[config.mk]
export PLATFORM = sky130hd
export DESIGN_NAME = mem_port_arbiter_flat
export DESIGN_NICKNAME = d
export VERILOG_FILES = /design/src/rtl/mem_arb_pkg.sv /design/src/rtl/mem_port_arbiter_if.sv /design/src/rtl/mem_wait_counter.sv /design/src/rtl/mem_port_arbiter.sv /design/src/flat_wrapper.sv
export SDC_FILE = /design/constraint.sdc
export NUM_CORES = 1
export LEC_CHECK = 0
export ABC_AREA = 1
export ABC_CLOCK_PERIOD_IN_PS = 1600
export CAP_MARGIN = 20
export CORE_UTILIZATION = 38
export DETAILED_ROUTE_END_ITERATION = 10
export PLACE_DENSITY = 0.84
export SLEW_MARGIN = 25
export SYNTH_ARGS = -nofsm -noshare
export SYNTH_HDL_FRONTEND = slang
export SYNTH_SLANG_ARGS = --single-unit
[constraint.sdc]
create_clock -name clk -period 1.6 [get_ports clk]
set_input_delay 0.32 -clock clk [delete_from_list [all_inputs] [get_ports clk]]
set_output_delay 0.32 -clock clk [all_outputs]
set_load 0.005 [all_outputs]
[src/rtl/mem_arb_pkg.sv]
// Shared definitions for the two-port SRAM arbiter.
//   - arb_state_e : arbiter FSM encoding (idle, fetch access, data access)
//   - cnt_t       : wait-counter type
//   - wait_load() : counter preload for a given access length
package mem_arb_pkg;

  localparam int unsigned WaitCyclesDefault = 4;
  localparam int unsigned CntW              = 4;

  typedef logic [CntW-1:0] cnt_t;

  typedef enum logic [1:0] {
    StIdle   = 2'd0,
    StIfAcc  = 2'd1,
    StMemAcc = 2'd2
  } arb_state_e;

  // Counter counts down to zero, so an N-cycle access preloads N-1.
  function automatic cnt_t wait_load(input int unsigned cycles);
    return cnt_t'(cycles - 1);
  endfunction

endpackage

[src/rtl/mem_port_arbiter_if.sv]
// Bundle of the fetch port, data port, SRAM port and freeze signals.
//   master : pipeline/SRAM side (drives requests and sram_rdata)
//   slave  : arbiter side (drives completions, SRAM controls and freeze)
interface mem_port_arbiter_if;

  logic        if_req;
  logic [31:0] if_addr;
  logic        if_flush;
  logic [31:0] if_rdata;
  logic        if_ready;

  logic        mem_req;
  logic        mem_we;
  logic [31:0] mem_addr;
  logic [31:0] mem_wdata;
  logic [31:0] mem_rdata;
  logic        mem_ready;

  logic        sram_en;
  logic        sram_we;
  logic [31:0] sram_addr;
  logic [31:0] sram_wdata;
  logic [31:0] sram_rdata;

  logic        freeze;

  modport master (
    output if_req, if_addr, if_flush, mem_req, mem_we, mem_addr, mem_wdata, sram_rdata,
    input  if_rdata, if_ready, mem_rdata, mem_ready, sram_en, sram_we, sram_addr, sram_wdata,
           freeze
  );

  modport slave (
    input  if_req, if_addr, if_flush, mem_req, mem_we, mem_addr, mem_wdata, sram_rdata,
    output if_rdata, if_ready, mem_rdata, mem_ready, sram_en, sram_we, sram_addr, sram_wdata,
           freeze
  );

endinterface

[src/rtl/mem_wait_counter.sv]
// Access-length countdown for the arbiter.
//   clk_i, rst_ni : clock, async active-low reset (count -> 0)
//   load_i        : load load_val_i (has priority over dec_i)
//   dec_i         : decrement by one, saturating at zero
//   zero_o        : count is zero
module mem_wait_counter
  import mem_arb_pkg::*;
(
  input  logic clk_i,
  input  logic rst_ni,
  input  logic load_i,
  input  cnt_t load_val_i,
  input  logic dec_i,
  output logic zero_o
);

  cnt_t cnt_q, cnt_d;

  always_comb begin
    cnt_d = cnt_q;
    if (load_i) begin
      cnt_d = load_val_i;
    end else if (dec_i && (cnt_q != '0)) begin
      cnt_d = cnt_q - cnt_t'(1);
    end
  end

  always_ff @(posedge clk_i or negedge rst_ni) begin
    if (!rst_ni) begin
      cnt_q <= '0;
    end else begin
      cnt_q <= cnt_d;
    end
  end

  assign zero_o = (cnt_q == '0);

endmodule

[src/rtl/mem_port_arbiter.sv]
// Shares one multi-cycle SRAM between the fetch (IF) and memory (MEM) stages.
//   clk, rst : clock, async active-low reset
//   bus_io   : slave side of mem_port_arbiter_if
//              if_*   : fetch read port, one-cycle if_ready pulse, if_flush drops a result
//              mem_*  : data read/write port, one-cycle mem_ready pulse
//              sram_* : registered SRAM controls, active for WAIT_CYCLES cycles per access
//              freeze : combinational stall while any request is outstanding
// Ties go to the port not granted last; a port is masked during its own ready cycle.
module mem_port_arbiter
  import mem_arb_pkg::*;
#(
  parameter int unsigned WAIT_CYCLES = WaitCyclesDefault
) (
  input  logic               clk,
  input  logic               rst,
  mem_port_arbiter_if.slave  bus_io
);

  arb_state_e  state_q;
  logic        last_mem_q;   // 1 = MEM was granted last
  logic        flush_pend_q;
  logic        sram_en_q;
  logic        sram_we_q;
  logic [31:0] sram_addr_q;
  logic [31:0] sram_wdata_q;
  logic        if_ready_q;
  logic        mem_ready_q;
  logic [31:0] if_rdata_q;
  logic [31:0] mem_rdata_q;

  logic if_live, mem_live, pick_mem, pick_if;
  logic cnt_load, cnt_dec, cnt_zero;

  always_comb begin
    // A port's own ready cycle masks it so a still-held request is not re-granted.
    if_live  = bus_io.if_req  & ~if_ready_q;
    mem_live = bus_io.mem_req & ~mem_ready_q;
    pick_mem = mem_live & (~if_live | ~last_mem_q);
    pick_if  = if_live & ~pick_mem;
    cnt_load = (state_q == StIdle) & (pick_mem | pick_if);
    cnt_dec  = (state_q != StIdle) & ~cnt_zero;
  end

  mem_wait_counter u_wait_counter (
    .clk_i      (clk),
    .rst_ni     (rst),
    .load_i     (cnt_load),
    .load_val_i (wait_load(WAIT_CYCLES)),
    .dec_i      (cnt_dec),
    .zero_o     (cnt_zero)
  );

  always_ff @(posedge clk or negedge rst) begin
    if (!rst) begin
      state_q      <= StIdle;
      last_mem_q   <= 1'b0;
      flush_pend_q <= 1'b0;
      sram_en_q    <= 1'b0;
      sram_we_q    <= 1'b0;
      sram_addr_q  <= '0;
      sram_wdata_q <= '0;
      if_ready_q   <= 1'b0;
      mem_ready_q  <= 1'b0;
      if_rdata_q   <= '0;
      mem_rdata_q  <= '0;
    end else begin
      if_ready_q  <= 1'b0;
      mem_ready_q <= 1'b0;
      unique case (state_q)
        StIdle: begin
          if (pick_mem) begin
            state_q      <= StMemAcc;
            last_mem_q   <= 1'b1;
            sram_en_q    <= 1'b1;
            sram_we_q    <= bus_io.mem_we;
            sram_addr_q  <= bus_io.mem_addr;
            sram_wdata_q <= bus_io.mem_wdata;
          end else if (pick_if) begin
            state_q      <= StIfAcc;
            last_mem_q   <= 1'b0;
            flush_pend_q <= 1'b0;
            sram_en_q    <= 1'b1;
            sram_we_q    <= 1'b0;
            sram_addr_q  <= bus_io.if_addr;
            sram_wdata_q <= '0;
          end
        end
        StIfAcc: begin
          if (bus_io.if_flush) begin
            flush_pend_q <= 1'b1;
          end
          if (cnt_zero) begin
            state_q      <= StIdle;
            flush_pend_q <= 1'b0;
            sram_en_q    <= 1'b0;
            sram_addr_q  <= '0;
            sram_wdata_q <= '0;
            // A flush seen in any access cycle, including this last one, drops the result.
            if (!(flush_pend_q || bus_io.if_flush)) begin
              if_ready_q <= 1'b1;
              if_rdata_q <= bus_io.sram_rdata;
            end
          end
        end
        StMemAcc: begin
          if (cnt_zero) begin
            state_q      <= StIdle;
            sram_en_q    <= 1'b0;
            sram_we_q    <= 1'b0;
            sram_addr_q  <= '0;
            sram_wdata_q <= '0;
            mem_ready_q  <= 1'b1;
            if (!sram_we_q) begin
              mem_rdata_q <= bus_io.sram_rdata;
            end
          end
        end
        default: state_q <= StIdle;
      endcase
    end
  end

  assign bus_io.sram_en    = sram_en_q;
  assign bus_io.sram_we    = sram_we_q;
  assign bus_io.sram_addr  = sram_addr_q;
  assign bus_io.sram_wdata = sram_wdata_q;
  assign bus_io.if_ready   = if_ready_q;
  assign bus_io.if_rdata   = if_rdata_q;
  assign bus_io.mem_ready  = mem_ready_q;
  assign bus_io.mem_rdata  = mem_rdata_q;
  assign bus_io.freeze     = (bus_io.if_req & ~if_ready_q) | (bus_io.mem_req & ~mem_ready_q);

endmodule
[src/flat_wrapper.sv]
// flat-port wrapper written by rule: the top's interface ports become plain ports
module mem_port_arbiter_flat import mem_arb_pkg::*;
#(
  parameter int unsigned WAIT_CYCLES = WaitCyclesDefault
)
  (clk, rst, bus_io_if_req, bus_io_if_addr, bus_io_if_flush, bus_io_mem_req, bus_io_mem_we, bus_io_mem_addr, bus_io_mem_wdata, bus_io_sram_rdata, bus_io_if_rdata, bus_io_if_ready, bus_io_mem_rdata, bus_io_mem_ready, bus_io_sram_en, bus_io_sram_we, bus_io_sram_addr, bus_io_sram_wdata, bus_io_freeze);
  mem_port_arbiter_if bus_io_i ();
  input  logic clk;
  input  logic rst;
  input wire logic [$bits(bus_io_i.if_req)-1:0] bus_io_if_req;
  input wire logic [$bits(bus_io_i.if_addr)-1:0] bus_io_if_addr;
  input wire logic [$bits(bus_io_i.if_flush)-1:0] bus_io_if_flush;
  input wire logic [$bits(bus_io_i.mem_req)-1:0] bus_io_mem_req;
  input wire logic [$bits(bus_io_i.mem_we)-1:0] bus_io_mem_we;
  input wire logic [$bits(bus_io_i.mem_addr)-1:0] bus_io_mem_addr;
  input wire logic [$bits(bus_io_i.mem_wdata)-1:0] bus_io_mem_wdata;
  input wire logic [$bits(bus_io_i.sram_rdata)-1:0] bus_io_sram_rdata;
  output wire logic [$bits(bus_io_i.if_rdata)-1:0] bus_io_if_rdata;
  output wire logic [$bits(bus_io_i.if_ready)-1:0] bus_io_if_ready;
  output wire logic [$bits(bus_io_i.mem_rdata)-1:0] bus_io_mem_rdata;
  output wire logic [$bits(bus_io_i.mem_ready)-1:0] bus_io_mem_ready;
  output wire logic [$bits(bus_io_i.sram_en)-1:0] bus_io_sram_en;
  output wire logic [$bits(bus_io_i.sram_we)-1:0] bus_io_sram_we;
  output wire logic [$bits(bus_io_i.sram_addr)-1:0] bus_io_sram_addr;
  output wire logic [$bits(bus_io_i.sram_wdata)-1:0] bus_io_sram_wdata;
  output wire logic [$bits(bus_io_i.freeze)-1:0] bus_io_freeze;
  assign bus_io_i.if_req = bus_io_if_req;
  assign bus_io_i.if_addr = bus_io_if_addr;
  assign bus_io_i.if_flush = bus_io_if_flush;
  assign bus_io_i.mem_req = bus_io_mem_req;
  assign bus_io_i.mem_we = bus_io_mem_we;
  assign bus_io_i.mem_addr = bus_io_mem_addr;
  assign bus_io_i.mem_wdata = bus_io_mem_wdata;
  assign bus_io_i.sram_rdata = bus_io_sram_rdata;
  assign bus_io_if_rdata = bus_io_i.if_rdata;
  assign bus_io_if_ready = bus_io_i.if_ready;
  assign bus_io_mem_rdata = bus_io_i.mem_rdata;
  assign bus_io_mem_ready = bus_io_i.mem_ready;
  assign bus_io_sram_en = bus_io_i.sram_en;
  assign bus_io_sram_we = bus_io_i.sram_we;
  assign bus_io_sram_addr = bus_io_i.sram_addr;
  assign bus_io_sram_wdata = bus_io_i.sram_wdata;
  assign bus_io_freeze = bus_io_i.freeze;
  mem_port_arbiter #(.WAIT_CYCLES(WAIT_CYCLES)) u_core (.clk(clk), .rst(rst), .bus_io(bus_io_i));
endmodule
# Word level (Yosys, flattened, before mapping)
# Cells that the tools add are included.
dict set report totals {
  register_bits 140
  latch_bits 0
  ramBits 0
  romBits 0
  in_bits 134
  output_inout_bits 133
  word_cells 87
  memories 0
}
dict set report classes {
  addsub 1
  n_mul 0
  div_mod_pow 0
  n_lt_le_gt_ge 0
  n_eq_ne 8
  shifts 0
  n_mux 30
  bitwise_logic 17
  n_reduce_logical 19
}
# operator n
set ops {}
lappend ops {{$mux 32} 5}
lappend ops {{$pmux 32 s2} 2}
lappend ops {{$mux 1} 14}
lappend ops {{$reduce_and 3->1} 4}
lappend ops {{$reduce_bool 2->1} 6}
lappend ops {{$mux 4} 2}
lappend ops {{$not 1->1} 8}
lappend ops {{$and 1x1->1} 6}
lappend ops {{$mux 2} 3}
lappend ops {{$ne 2x1->1 const B} 3}
lappend ops {{$pmux 1 s2} 3}
lappend ops {{$logic_not 4->1} 1}
lappend ops {{$pmux 2 s2} 1}
lappend ops {{$reduce_and 2->1} 2}
lappend ops {{$reduce_and 4->1} 1}
lappend ops {{$reduce_bool 4->1} 1}
lappend ops {{$sub 4x1->4 const B} 1}
lappend ops {{$ne 3x1->1 const B} 1}
lappend ops {{$ne 3x2->1 const B} 1}
lappend ops {{$or 1x1->1} 3}
lappend ops {{$eq 2x1->1 const B} 1}
lappend ops {{$eq 2x2->1 const B} 1}
lappend ops {{$logic_not 2->1} 1}
lappend ops {{$ne 2x2->1 const B} 1}
lappend ops {{3 further kinds} 3}

# Longest topological paths before layout
dict set report depth {
  ltp_word 10
  mapped_depth 9
  ltp_nobuf 8
}

# Hierarchy
# From an unflattened synthesis, not the netlist that was laid out.
dict set report unflattened {
  hier_cells 727
  hier_area_um2 6004.5
}
# module instances cells_each area_each_um2 seq_area_each_um2
set modules_own_cells {}
lappend modules_own_cells {mem_port_arbiter 1 681 5709.2 3403.3}
lappend modules_own_cells {mem_wait_counter 1 46 295.3 100.1}

# Worst setup path before layout
# OpenSTA, ideal clock, no wires.
dict set report synth_timing {
  path_kind {reg-to-reg}
  start {register u_core.state_q[0]}
  end {register u_core.sram_wdata_q[0] (netlist: u_core.bus_io.sram_wdata[0])}
  setup_ps 116
  arrival_ps 1420
  required_ps 1484
  path_slack_ps 63
  stages_incl_launch_ff 9
  n_path_buf 2
  synth_period_minus_slack_ps 1537
  path_cell_list {dfrtp_1 -> inv_1 -> ha_1 -> nand2_2 -> nand3b_2 -> buf_6 -> buf_4 -> nand2_1 -> nand2_1}
}
dict set report synth_between {
  elab_chain_len 4
  elab_cells_between_ends 9
  classes_between {4 x eq/ne; 1 x mux; 4 x reduce/logical}
}
# item line
set synth_lines {}
lappend synth_lines {{from (decl)} mem_port_arbiter.sv:19} ;# arb_state_e state_q;
lappend synth_lines {{from (signal assigned)} mem_port_arbiter.sv:55} ;# state_q <= StIdle;
lappend synth_lines {{from (signal assigned)} mem_port_arbiter.sv:72} ;# state_q <= StMemAcc;
lappend synth_lines {{from (signal assigned)} mem_port_arbiter.sv:79} ;# state_q <= StIfAcc;
lappend synth_lines {{$eq 2x1->1 or $eq 2x2->1 (tied branches)} mem_port_arbiter.sv:69} ;# unique case (state_q)
lappend synth_lines {{$reduce_or 2->1 (no source line)} -}
lappend synth_lines {{$ne 2x1->1 (no source line) or $reduce_bool 2->1 (tied branches)} -}
lappend synth_lines {{$reduce_and 3->1 (no source line)} -}
lappend synth_lines {{to (signal assigned)} mem_port_arbiter.sv:77} ;# sram_wdata_q <= bus_io.mem_wdata;
lappend synth_lines {{to (decl)} mem_port_arbiter.sv:25} ;# logic [31:0] sram_wdata_q;
# Several ways; a longest one is shown, not always the timed one.
# A chain may end at the register's enable or synchronous reset.

# Worst setup path after layout
dict set report layout_timing {
  start {register u_core.u_wait_counter.cnt_q[0]}
  end {register u_core.sram_addr_q[14] (netlist: u_core.bus_io.sram_addr[14])}
}
dict set report layout_between {
  elab_chain_len 3
}
# item line
set layout_lines {}
lappend layout_lines {{from (decl)} mem_wait_counter.sv:17} ;# cnt_t cnt_q, cnt_d;
lappend layout_lines {{from (signal assigned)} mem_wait_counter.sv:32} ;# cnt_q <= cnt_d;
lappend layout_lines {{$logic_not 4->1} mem_wait_counter.sv:36} ;# assign zero_o = (cnt_q == '0);
lappend layout_lines {{$ne 2x1->1 (no source line)} -}
lappend layout_lines {{$reduce_and 3->1 (no source line)} -}
lappend layout_lines {{to (signal assigned)} mem_port_arbiter.sv:76} ;# sram_addr_q <= bus_io.mem_addr;
lappend layout_lines {{to (signal assigned)} mem_port_arbiter.sv:84} ;# sram_addr_q <= bus_io.if_addr;
lappend layout_lines {{to (decl)} mem_port_arbiter.sv:24} ;# logic [31:0] sram_addr_q;
# Every way passes these cells.

==> impl_results.md <==
* Detailed Route WL at 19100 µm
* Die height at 129 µm
* Number of setup violations in the final report at 0
* Layout Nets at 1191
* Number of synthesized flops with an enable pin at 0
* Max Fclk at 642 MHz
* Critical Path RT at 1.91 ns
* Layout Cells excl Fill at 1280
* Syn nets at 880
* Num ports at 267
* CTS H-tree depth at 4
* CP max FO at 9
* First-pass GRT wire length at 27400 µm
* Initial drt markers at 352
* Residual DRC at 0
* Clock insertion delay at the later pin of the skew report at 0.42 ns
* Fill cells at 1278
* CTS tree: done
* Clk pin slew, worst setup/hold paths at 0.06 ns
* Final core occ at 64.8%
* N_diodes at 0
* Cell count after synthesis at 740
* Row count at 46
* Outcome: finished, final reports clean
* Die Width at 129 µm
* Port buffer count at 266
* YS warnings at 0
* Fin Clk Skew at 0.0130 ns
* Total gr overflow at 0
* Synth area leaders: dfrtp_1 57%, nand2_1 15%, o21ai_0 7.9%
* Die area at 16600 µm²
* Crit path launch type: register
* Num CTS Buffers at 17
* Crit end category: register
* Critical Path AT at 1.87 ns
* Clock root buffer master: clkbuf_16
* Core box area at 15800 µm²
* Post-route minimum period at 1.56 ns
* CP Class: reg2reg
* PD cells at 1800 nW/µm²
* Hold Fails Final Rpt at 0
* Starting density of the core at 38.7%
* Largest net degree at the start of global routing at 66
* Number of global-route vias before repair at 5807
* Post-synthesis sequential area ratio at 57.2%
* Syn avg cell area at 8.28 µm²
* Ys flop type: dfrtp_1
* Total GRT Usage at 21.1%
* Yosys reg bits at 140
* Slew @ Worst Pin at 0.355 ns
* Distinct cells, synth at 26
* CTS Buffer Depth at 2
* Relative slew slack at 76.3%
* Yosys top cell area share at 57.2%
* Initial DRT Pass Iterations at 5
* Placer Congestion at 0.764
* Fin. max-slew vios at 0
* Syn-to-layout area delta at 67.3%
* Final worst path period share at 97.3%
* Vias at 6072
* Share of cells above drive strength 1 at 11.3%
* Cell area after synthesis at 6130 µm²
* Placed insts at 1212
* Asr flop ratio synth at 100%
* Area leader, netlist: dfrtp_1
* Via density at 4.74
* Post-route ant nets at 0
* DP Wirelength at 12300 µm
* Peak supply drop at 0.00104 V
* Leakage Power at 5.64 nW
* Clock Sinks at 140
* Initial antenna violation count at 0
* Max cap viols at 0
* Hold crit path type: in2async
* Wirelength per Cell at 14.9 µm
worst max-delay path, cell delays in order (launching register included):
cell and delay (ns):
dfrtp_1 0.40, inv_2 0.09, ha_4 0.15, nand3_4 0.10
nand2_4 0.12, nand3b_4 0.09, buf_12 0.16, buf_12 0.13
o21ai_0 0.21
layer usage:
metal,vias up,wire length (µm),track usage [%]
met5,-,0,0
met4,0,227,7.61
met3,23,1870,7.82
met2,266,9380,35.6
met1,2864,7650,24.6
li1,2919,-,-
kinds of logic (layout without fill, tap and decap cells):
family / Yosys count / count (layout) / share of synthesized area, %
compound gates: 106 / 106 / 8.72
buf+inv: 152 / 475 / 9.94
xor+xnor: 2 / 2 / 0.286
simple gates: 334 / 335 / 22.7
flops: 140 / 140 / 57.2
fa+ha+maj: 6 / 6 / 1.22
timing repair:
| item | in CTS | in global routing |
|---|---|---|
| resized for setup | 132 | 29 |
| hold endpoints to repair | 30 | 0 |
| cloned | 0 | 11 |
| hold buffers | 1 | 0 |
| endpoints found under the setup margin | 191 | 139 |
| setup buffers | 19 | 5 |
| pin swaps | 1 | 3 |
through the flow:
stage	TNS [ns]	worst slack [ns]	total power, mW	hold WS, ns	cell area [µm²]
finish	0	0.0432	18.5	0.382	10300
global route	-0.302	-0.0930	19.8	0.383	10300
global placement	-8.87	-0.172	13.6	0.239	9260
floorplan	0	0.0632	9.25	0.0244	6130
detailed placement	-11.10	-0.194	13.9	0.240	9260
CTS	0	0.000242	17.4	0.354	9880
power by group:
part	switching (mW)	total, mW	internal, mW
Clock	1.62	4.00	2.38
Sequential	0.828	5.91	5.08
Combinational	4.13	8.59	4.47
worst paths after layout:
check	start	end	slack, ns	cells past startpoint
setup / recovery	u_core.u_wait_counter.cnt_q[0]	u_core.bus_io.sram_addr[14]	0.04	8
hold / removal	rst	u_core.bus_io.if_rdata[24]	0.38	2
setup reg to reg	u_core.u_wait_counter.cnt_q[0]	u_core.bus_io.sram_addr[14]	0.04	8
hold reg to reg	u_core.bus_io.mem_rdata[31]	u_core.bus_io.mem_rdata[31]	0.48	2
max in group asynchronous	rst	u_core.bus_io.sram_addr[5]	0.66	3
min in group clk	bus_io_mem_wdata[30]	u_core.bus_io.sram_wdata[30]	0.43	3
Yosys cell counts, types with 3 or more instances:
cell	count
nand2_1	247
dfrtp_1	140
inv_1	110
o21ai_0	97
nand3_1	71
buf_2	15
clkbuf_1	15
nor2_1	8
ha_1	6
o21ai_1	6
inv_2	4
buf_1	3
buf_4	3
cell type report:
type | count | area (µm²) | area share (%)
sequential | 140 | 3500 | 34.2
timing repair buffer | 329 | 3350 | 32.6
multi-input combinational | 449 | 2110 | 20.5
clock buffer | 19 | 443 | 4.32
inverter | 114 | 428 | 4.17
tap | 216 | 270 | 2.64
clock inverter | 13 | 156 | 1.53
flip-flops by register name, indices dropped and copies added, names as in the netlist, 2 cells and up:
register,flops
u_core.bus_io.if_rdata,32
u_core.bus_io.mem_rdata,32
u_core.bus_io.sram_addr,32
u_core.bus_io.sram_wdata,32
u_core.u_wait_counter.cnt_q,4
u_core.state_q,2
layout by cell type, fill, tap and decap left out, drive strengths merged:
master         count
nand2            249
dfrtp            140
clkdlybuf4s50    132
dlygate4sd2      121
inv              120
o21ai            103
nand3             73
buf               55
clkbuf            28
dlymetal6s2s      11
nor2               9
ha                 6
clkinvlp           4
bufinv             2
nand3b             2
nor3               1
xnor2              1
o22ai              1
o211ai             1
xor2               1
nand4              1
a21oi              1
clkinv             1
dlygate4sd3        1
(Power assumes the default switching activity.)
